`src/rtl/pixel_cache_pkg.sv`:
```
// Shared constants, FSM states and line layout for the pixel cache.
// Frame is 640x480 at 1 bit per pixel, packed 16 pixels per word.
package pixel_cache_pkg;

  localparam int unsigned FRAME_W       = 640;
  localparam int unsigned FRAME_H       = 480;
  localparam int unsigned WORD_PIX      = 16;
  localparam int unsigned WORDS_PER_ROW = 40;
  localparam int unsigned ADDR_W        = 15;

  typedef enum logic [2:0] {
    IDLE,
    LOOKUP,
    MISS_REQ,
    MISS_WAIT,
    RESPOND
  } state_e;

  typedef struct packed {
    logic                valid;
    logic [ADDR_W-1:0]   tag;
    logic [WORD_PIX-1:0] data;
  } line_t;

  // y*40 + x/16, built from shifts
  function automatic logic [ADDR_W-1:0] word_addr(
    input logic [9:0] px,
    input logic [9:0] py
  );
    logic [ADDR_W-1:0] yw;
    yw = ADDR_W'(py);
    return (yw << 5) + (yw << 3) + ADDR_W'(px[9:4]);
  endfunction

endpackage

```
`src/rtl/pixel_line_store.sv`:
```
// Direct-mapped line storage: valid bits with async clear,
// tag/data arrays, and a registered read port.
module pixel_line_store
  import pixel_cache_pkg::*;
#(
  parameter int LINES = 8,
  localparam int IW = $clog2(LINES)
) (
  input  logic                clk,
  input  logic                rst_n,
  input  logic [IW-1:0]       idx,
  input  logic                rd_en,
  output line_t               rd_line,
  input  logic                wr_en,
  input  logic [ADDR_W-1:0]   wr_tag,
  input  logic [WORD_PIX-1:0] wr_data,
  input  logic                set_valid,
  input  logic                clr
);

  logic [LINES-1:0]    valid_q, valid_d;
  logic [ADDR_W-1:0]   tag_mem  [LINES];
  logic [WORD_PIX-1:0] data_mem [LINES];
  line_t               rd_q, rd_d;

  always_comb begin
    valid_d = valid_q;
    if (set_valid) valid_d[idx] = 1'b1;
    // a clear on the same edge wins over a fill
    if (clr) valid_d = '0;
    rd_d = rd_q;
    if (rd_en) rd_d = {valid_q[idx], tag_mem[idx], data_mem[idx]};
  end

  always_ff @(posedge clk or negedge rst_n) begin
    if (!rst_n) begin
      valid_q <= '0;
      rd_q    <= '0;
    end else begin
      valid_q <= valid_d;
      rd_q    <= rd_d;
    end
  end

  always_ff @(posedge clk) begin
    if (wr_en) begin
      tag_mem[idx]  <= wr_tag;
      data_mem[idx] <= wr_data;
    end
  end

  assign rd_line = rd_q;

endmodule

```
`src/rtl/pixel_cache.sv`:
```
// Pixel-read responder: direct-mapped line cache in front of the
// packed 1-bit frame buffer; misses fetch one 16-pixel word.
module pixel_cache
  import pixel_cache_pkg::*;
#(
  parameter int LINES  = 8,
  parameter int MEM_AW = ADDR_W
) (
  input  logic                clk,
  input  logic                reset,
  input  logic [9:0]          x,
  input  logic [9:0]          y,
  input  logic                request,
  output logic                pixel,
  output logic                ready,
  input  logic                invalidate,
  output logic [MEM_AW-1:0]   mem_addr,
  output logic                mem_rd,
  input  logic [WORD_PIX-1:0] mem_rdata,
  input  logic                mem_rvalid
);

  localparam int IW = $clog2(LINES);

  state_e            state_q, state_d;
  logic              lk_q, lk_d;
  logic              inv_q, inv_d;
  logic [9:0]        x_q, x_d, y_q, y_d;
  logic [MEM_AW-1:0] addr_q, addr_d;
  logic [MEM_AW-1:0] mem_addr_q, mem_addr_d;
  logic              pixel_q, pixel_d;
  logic              ready_q, ready_d;
  logic              mem_rd_q, mem_rd_d;

  line_t             rd_line;
  logic [ADDR_W-1:0] tag;
  logic              rd_en, wr_en, set_v;
  logic              oor, hit, accept;

  assign tag    = ADDR_W'(addr_q >> IW);
  assign oor    = (x_q >= 10'(FRAME_W)) || (y_q >= 10'(FRAME_H));
  assign hit    = rd_line.valid && (rd_line.tag == tag)
               && !inv_q && !invalidate;
  assign accept = request
               && (state_q == IDLE || state_q == RESPOND);

  pixel_line_store #(.LINES(LINES)) u_store (
    .clk       (clk),
    .rst_n     (reset),
    .idx       (addr_q[IW-1:0]),
    .rd_en     (rd_en),
    .rd_line   (rd_line),
    .wr_en     (wr_en),
    .wr_tag    (tag),
    .wr_data   (mem_rdata),
    .set_valid (set_v),
    .clr       (invalidate)
  );

  always_comb begin
    state_d    = state_q;
    lk_d       = lk_q;
    inv_d      = inv_q;
    x_d        = x_q;
    y_d        = y_q;
    addr_d     = addr_q;
    mem_addr_d = mem_addr_q;
    pixel_d    = 1'b0;
    ready_d    = 1'b0;
    mem_rd_d   = 1'b0;
    rd_en      = 1'b0;
    wr_en      = 1'b0;
    set_v      = 1'b0;
    unique case (state_q)
      IDLE: ;
      LOOKUP: begin
        inv_d = inv_q | invalidate;
        if (!lk_q) begin
          rd_en = 1'b1;
          lk_d  = 1'b1;
        end else if (oor) begin
          ready_d = 1'b1;
          state_d = RESPOND;
        end else if (hit) begin
          pixel_d = rd_line.data[x_q[3:0]];
          ready_d = 1'b1;
          state_d = RESPOND;
        end else begin
          mem_rd_d   = 1'b1;
          mem_addr_d = addr_q;
          state_d    = MISS_REQ;
        end
      end
      MISS_REQ: begin
        inv_d   = inv_q | invalidate;
        state_d = MISS_WAIT;
      end
      MISS_WAIT: begin
        inv_d = inv_q | invalidate;
        if (mem_rvalid) begin
          wr_en   = 1'b1;
          // an invalidate seen mid-fetch leaves the line invalid
          set_v   = !inv_q;
          pixel_d = mem_rdata[x_q[3:0]];
          ready_d = 1'b1;
          state_d = RESPOND;
        end
      end
      RESPOND: state_d = IDLE;
      default: state_d = IDLE;
    endcase
    if (accept) begin
      x_d     = x;
      y_d     = y;
      addr_d  = MEM_AW'(word_addr(x, y));
      lk_d    = 1'b0;
      inv_d   = 1'b0;
      state_d = LOOKUP;
    end
  end

  always_ff @(posedge clk or negedge reset) begin
    if (!reset) begin
      state_q    <= IDLE;
      lk_q       <= 1'b0;
      inv_q      <= 1'b0;
      x_q        <= '0;
      y_q        <= '0;
      addr_q     <= '0;
      mem_addr_q <= '0;
      pixel_q    <= 1'b0;
      ready_q    <= 1'b0;
      mem_rd_q   <= 1'b0;
    end else begin
      state_q    <= state_d;
      lk_q       <= lk_d;
      inv_q      <= inv_d;
      x_q        <= x_d;
      y_q        <= y_d;
      addr_q     <= addr_d;
      mem_addr_q <= mem_addr_d;
      pixel_q    <= pixel_d;
      ready_q    <= ready_d;
      mem_rd_q   <= mem_rd_d;
    end
  end

  assign pixel    = pixel_q;
  assign ready    = ready_q;
  assign mem_rd   = mem_rd_q;
  assign mem_addr = mem_addr_q;

endmodule

```
`config.mk`:
```
export PLATFORM = sky130hd
export DESIGN_NAME = pixel_cache
export DESIGN_NICKNAME = d
export VERILOG_FILES = /design/src/rtl/pixel_cache_pkg.sv /design/src/rtl/pixel_line_store.sv /design/src/rtl/pixel_cache.sv
export SDC_FILE = /design/constraint.sdc
export NUM_CORES = 1
export LEC_CHECK = 0
export ABC_AREA = 0
export CORE_AREA = 3 3 147 149
export CTS_BUF_LIST = sky130_fd_sc_hd__clkbuf_4 sky130_fd_sc_hd__clkbuf_8
export CTS_CLUSTER_DIAMETER = 50
export DETAILED_ROUTE_END_ITERATION = 12
export DIE_AREA = 0 0 150 152
export PLACE_DENSITY = 0.79
export RECOVER_POWER = 100
export SYNTH_ARGS = -nofsm -noshare
export SYNTH_HDL_FRONTEND = slang
export SYNTH_SLANG_ARGS = --single-unit
```
`constraint.sdc`:
```
create_clock -name clk -period 3.75 [get_ports clk]
set_input_delay 0.5625 -clock clk [delete_from_list [all_inputs] [get_ports clk]]
set_output_delay 0.5625 -clock clk [all_outputs]
set_load 0.005 [all_outputs]
```
# ---- Word level (Yosys, flattened, before mapping)
# Memory sizes are Yosys's and may differ from the RTL's. A register that Yosys moved wholly into a read port is not among the register bits.
# Cells that the tools add are included.
dict set report totals {
  mem_bits_rw 224
  mem_count 2
  register_bits 82
  input_bits 41
  word_cells 93
  out_inout_bits 18
}
# name words word_bits rd rd_clocked_by_memory_dff wr line
set memory_table {}
lappend memory_table {u_store.data_mem 8 16 1 1 1 pixel_line_store.sv:23} ;# logic [WORD_PIX-1:0] data_mem [LINES];
lappend memory_table {u_store.tag_mem 8 12 1 1 1 pixel_line_store.sv:22} ;# logic [ADDR_W-1:0] tag_mem [LINES];
dict set report op_classes {
  muxes 41
  magnitude_cmp 5
  n_bitwise 4
  n_reduce_logical 18
  n_eq_ne 8
  addsub 2
}
# operator count
set ops {}
lappend ops {{two-way mux 1 bit} 27}
lappend ops {{two-way mux 8 bit} 2}
lappend ops {{adder 15 x 13 -> 15 bit} 1}
lappend ops {{adder 15 x 6 -> 15 bit} 1}
lappend ops {{equality test 15 x 12 -> 1 bit} 1}
lappend ops {{two-way mux 3 bit} 5}
lappend ops {{case mux 3 bit (4 select lines)} 1}
lappend ops {{greater-or-equal comparator 10 bit, second input constant} 1}
lappend ops {{greater-or-equal comparator 10 x 9 -> 1 bit, second input constant} 1}
lappend ops {{binary-select mux 1 bit (select 4 bit)} 2}
lappend ops {{OR 8 bit} 1}
lappend ops {{equality test 3 x 2 -> 1 bit, second input constant} 2}
lappend ops {{inequality test 3 bit, second input constant} 2}
lappend ops {{nonzero test 2 bit} 3}
lappend ops {{logical AND 1 bit} 5}
lappend ops {{< comparator 4 x 5 -> 1 bit, second input constant} 1}
lappend ops {{logical NOT 1 bit} 4}
lappend ops {{< comparator 3 x 4 -> 1 bit, second input constant} 1}
lappend ops {{case mux 1 bit (2 select lines)} 2}
lappend ops {{AND reduction 4 bit} 1}
lappend ops {{binary-select mux 1 bit (select 3 bit)} 1}
lappend ops {{demux 1 bit (select 3 bit)} 1}
lappend ops {{equality test 3 x 1 -> 1 bit, second input constant} 1}
lappend ops {{equality test 3 bit, second input constant} 1}
lappend ops {{8 further kinds} 10}

# ---- Depth between registers and ports, before layout
dict set report depth {
  depth_word 9
  mapped_depth 9
  ltp_nobuf 9
}

# ---- Hierarchy
# From an unflattened synthesis, not the netlist that was laid out.
dict set report unflattened {
  cells_unflattened 918
  hier_area_um2 13910.8
}
# module seq_area_each_um2 instances area_each_um2 cells_per_inst
set by_module_without_submodules {}
lappend by_module_without_submodules {pixel_line_store 8448.1 1 10945.5 637}
lappend by_module_without_submodules {pixel_cache 1251.2 1 2965.3 281}

# ---- Worst setup path after synthesis
# Ideal clock, no wire load.
dict set report synth_path {
  path_type {reg-to-reg}
  from {reg state_q[2]}
  to {mem u_store.data_mem[6][0], enable pin}
  slack_ns 0.369
  setup_time_ns 0.448
  required_ns 3.302
  n_path_buf 1
  period_less_slack_ns 3.381
  path_stages_with_launch 5
  t_arrival_ns 2.933
  cell_sequence {dfrtp_1 > nor2b_1 > nand3_1 > clkbuf_1 > nor3_1}
}
dict set report synth_between {
  elab_chain_len 4
}
# element line
set synth_lines {}
lappend synth_lines {{from (decl)} pixel_cache.sv:25} ;# state_e state_q, state_d;
lappend synth_lines {{from (signal assigned)} pixel_cache.sv:135} ;# state_q <= state_d;
lappend synth_lines {{equality test 3 x 2 -> 1 bit} pixel_cache.sv:74} ;# unique case (state_q)
lappend synth_lines {{two-way mux 1 bit} pixel_cache.sv:74}
lappend synth_lines {{two-way mux 1 bit} pixel_line_store.sv:46} ;# if (wr_en) begin
lappend synth_lines {{two-way mux 1 bit (not written as such)} pixel_line_store.sv:48} ;# data_mem[idx] <= wr_data;
lappend synth_lines {{to (decl)} pixel_line_store.sv:23}
# No other way between the ends.

# ---- Worst setup path in the final report
dict set report layout_path {
  from {reg state_q[1]}
  to {mem u_store.tag_mem[5][8] in the netlist's numbering, enable pin}
}
dict set report layout_between {
  elab_chain_len 4
}
# element line
set layout_lines {}
lappend layout_lines {{equality test 3 x 2 -> 1 bit} pixel_cache.sv:74}
lappend layout_lines {{two-way mux 1 bit} pixel_cache.sv:74}
lappend layout_lines {{two-way mux 1 bit} pixel_line_store.sv:46}
lappend layout_lines {{two-way mux 1 bit (not written as such)} pixel_line_store.sv:47} ;# tag_mem[idx] <= wr_tag;
lappend layout_lines {{to (decl)} pixel_line_store.sv:22}
# No other way between the ends.

==> impl_metrics.json <==
{
  "via_count": 7538,
  "overflow": 0,
  "dr.first_iter.drc_count": 636,
  "num_rows": 52,
  "wl_per_cell_um": 23.9,
  "dp_hpwl_um": 16600,
  "fin_ws_ps": 637,
  "arrival_ps": 3270,
  "postPlaceCellArea_um2": 13200,
  "die_w_um": 150,
  "portBuffers": 58,
  "cts_buffer_depth": 3,
  "cts_tree": "built",
  "yosysSeqAreaShare_pct": 72.8,
  "core_um2": 20300,
  "setup_tns_ps": 0,
  "cts-root-buf": "clkbuf_8",
  "cp_max_fo": 16,
  "start_kind": "register",
  "final_nets": 935,
  "power_frac_comb_pct": 25.1,
  "ir_worst_vdd_mv": 0.451,
  "power_leakage_uw": 0.00507,
  "antenna_found_initial": 0,
  "seqCellArea_um2": 8900,
  "die_height_um": 152,
  "violations": "capacitance limit, slew limit",
  "nFillCells": 1407,
  "intPower_uw": 7020,
  "multi_input_area_um2": 3040,
  "setup_viol": 0,
  "cts_sinks": 311,
  "synth_cell_types": 50,
  "rsz0062_at_grt": "no",
  "syn-num-nets": 846,
  "hold_path.class": "reg2reg",
  "cts_buffers": 48,
  "dp.cells": 1093,
  "synthesis.area_um2": 12200,
  "cts_hold_buf": 0,
  "clkLatencyLatePin_ps": 560,
  "syn_to_final_growth_pct": 14.5,
  "drv_slew": 85,
  "drive_gt1_share_pct": 13.5,
  "fmax_ghz": 0.321,
  "p_seq_share_pct": 47.6,
  "critPathRequiredTime_ps": 3910,
  "drc": 0,
  "clkTransAtPathRegs_ps": 60,
  "first_global_vias": 7902,
  "io_pins": 59,
  "fin_worst_skew_ps": 20.7,
  "clkPwrFrac_pct": 27.2,
  "postCtsSetupRepairBufs": 0,
  "place_ws_ps": 508,
  "stdcell_count": 1180,
  "relSlewSlack_pct": -36.8,
  "path_class": "reg2reg",
  "async_flop_share_pct": 28.0,
  "drt_first_pass_iters": 5,
  "crit_path_end_kind": "register",
  "grt_pass1_wl_um": 44100,
  "syn_inst": 784,
  "drv_cap": 2,
  "sw_frac_of_total_pct": 31.3,
  "vias_per_cell": 6.39,
  "n_antenna_cell": 0,
  "cts-resized-gates": 0,
  "htree_num_levels": 2,
  "grt_max_degree": 73,
  "initial_core_util_pct": 60.3,
  "layout_min_cycle_time_ps": 3110,
  "post-route-period-util_pct": 83.0,
  "ant_nets": 0,
  "ys_warn_count": 0,
  "power.net_switching_uw": 3200,
  "hold_viol": 0,
  "avgSynthCellArea_um2": 15.6,
  "routed_wl_um": 28200,
  "place_congestion": 0.873,
  "grt_usage_pct": 25.2,
  "ys_seq_elements": 311,
  "synth_ff_type": "edfxtp_1",
  "cp-startpoint": "state_q[1]",
  "min_from": "x_q[7]",
  "fin_hold_ws_ps": 476,
  "status": "finished, violations left",
  "worstReg2RegStart": "state_q[1]",
  "dieArea_um2": 22800,
  "synth_enable_flop_cells": 224,
  "fin_area_um2": 14000,
  "worstMarginPinSlew_ps": 2050,
  "power_density_nw_per_um2": 730
}
[stage by stage]
| stage | total power, uW | utilization (%) |
|---|---|---|
| after floorplan | 6570 | - |
| after global placement | 7480 | 65.0 |
| after detailed placement | 7620 | 65.0 |
| after CTS | 10400 | 69.7 |
| after global routing | 10700 | 69.0 |
| final | 10200 | 69.0 |
[state kept, by name, summed over array words and instances (netlist names), 3 cells and up]
signal and flops:
state_q 3, x_q 10, u_store.tag_mem 96, addr_q 12
u_store.rd_line 29, mem_addr 15, u_store.data_mem 128, y_q 5
u_store.valid_q 8
[cells in the mapped netlist (3+ instances only)]
library cell	instances	area, um2
edfxtp_1	224	6730
dfrtp_1	87	2180
nand2_1	68	255
a221oi_1	59	517
a22o_1	58	508
nor2_1	46	173
a31oi_1	30	188
clkbuf_1	24	90.1
ha_1	19	238
a21oi_1	18	90.1
buf_2	18	90.1
xnor2_1	14	123
o21ai_0	13	65.1
inv_1	10	37.5
mux4_2	9	203
nand3_1	9	45.0
nor2b_1	9	56.3
mux2_2	8	90.1
mux2_4	8	120
nand4_1	7	43.8
nor3_1	6	30.0
nor3b_1	3	22.5
o211ai_1	3	22.5
xor2_1	3	26.3
[logic make-up (layout without fill, tap and decap cells)]
group           count (synthesis)  count (layout)  synth area share (%)
buf+inv                        57             183                  2.16
xor+xnor                       17              17                  1.22
flops                         311             311                  72.8
compound gates                194             194                  12.2
fa+ha+maj                      21              21                  2.27
mux                            26              26                  3.46
simple gates                  158             158                  5.96
[cell usage in the layout (no fill, tap or decap), types with 4 or more instances in the layout]
cell type / Yosys / final
a22o_1: 58 / 58
inv_1: 10 / 10
dlygate4sd3_1: 0 / 36
edfxtp_1: 224 / 224
xnor2_1: 14 / 14
ha_1: 19 / 19
a221oi_1: 59 / 59
nand4_1: 7 / 7
clkdlybuf4s50_1: 0 / 21
nor2b_1: 9 / 9
nor2_1: 46 / 45
clkbuf_8: 0 / 52
buf_4: 1 / 11
nand2_1: 68 / 69
dfrtp_1: 87 / 87
a31oi_1: 30 / 30
mux2_2: 8 / 8
a21oi_1: 18 / 18
mux2_1: 0 / 8
o21ai_0: 13 / 14
clkbuf_4: 0 / 29
nor3_1: 6 / 4
mux4_2: 9 / 9
clkbuf_1: 24 / 15
nand3_1: 9 / 9
[layer usage]
metal	routed length, um	vias to the layer above	track usage, %	share of wire, %
met5	0	-	0	0
met4	700	0	8.63	2.5
met3	2210	58	4.20	7.8
met2	14500	373	43.3	51
met1	10900	3832	32.9	38
li1	-	3275	-	-
[power by group through the flow]
stage               logic (uW)  registers, uW  clock network (uW)
floorplan                 1880           4690                   0
global placement          2590           4900                   0
detailed placement        2680           4940                   0
CTS                       2690           4880                2820
global route              2810           4950                2980
finish                    2570           4870                2780
[path summary, 6_finish.rpt]
check / endpoint / slack, ps / cells past startpoint
worst max-delay path: u_store.tag_mem[5][8] / 640 / 4
worst min-delay path: x_q[7] / 480 / 2
worst max register to register: u_store.tag_mem[5][8] / 640 / 4
worst min register to register: x_q[7] / 480 / 2
max in group asynchronous: mem_addr[10] / 1930 / 2
min in group asynchronous: u_store.rd_line[0] / 580 / 1
[critical path, stage by stage (launching register included)]
cell	delay (ps)
dfrtp_1	430
nor2b_1	250
nand3_1	410
nor2b_1	640
clkbuf_1	980
[cell type report]
cell class	count	share of cell area, %
clock inverter	6	0.205
tap	270	2.41
timing repair buffer	86	5.17
sequential	311	63.6
multi-input combinational	416	21.7
inverter	10	0.268
clock buffer	81	6.66
(Power assumes the default switching activity.)
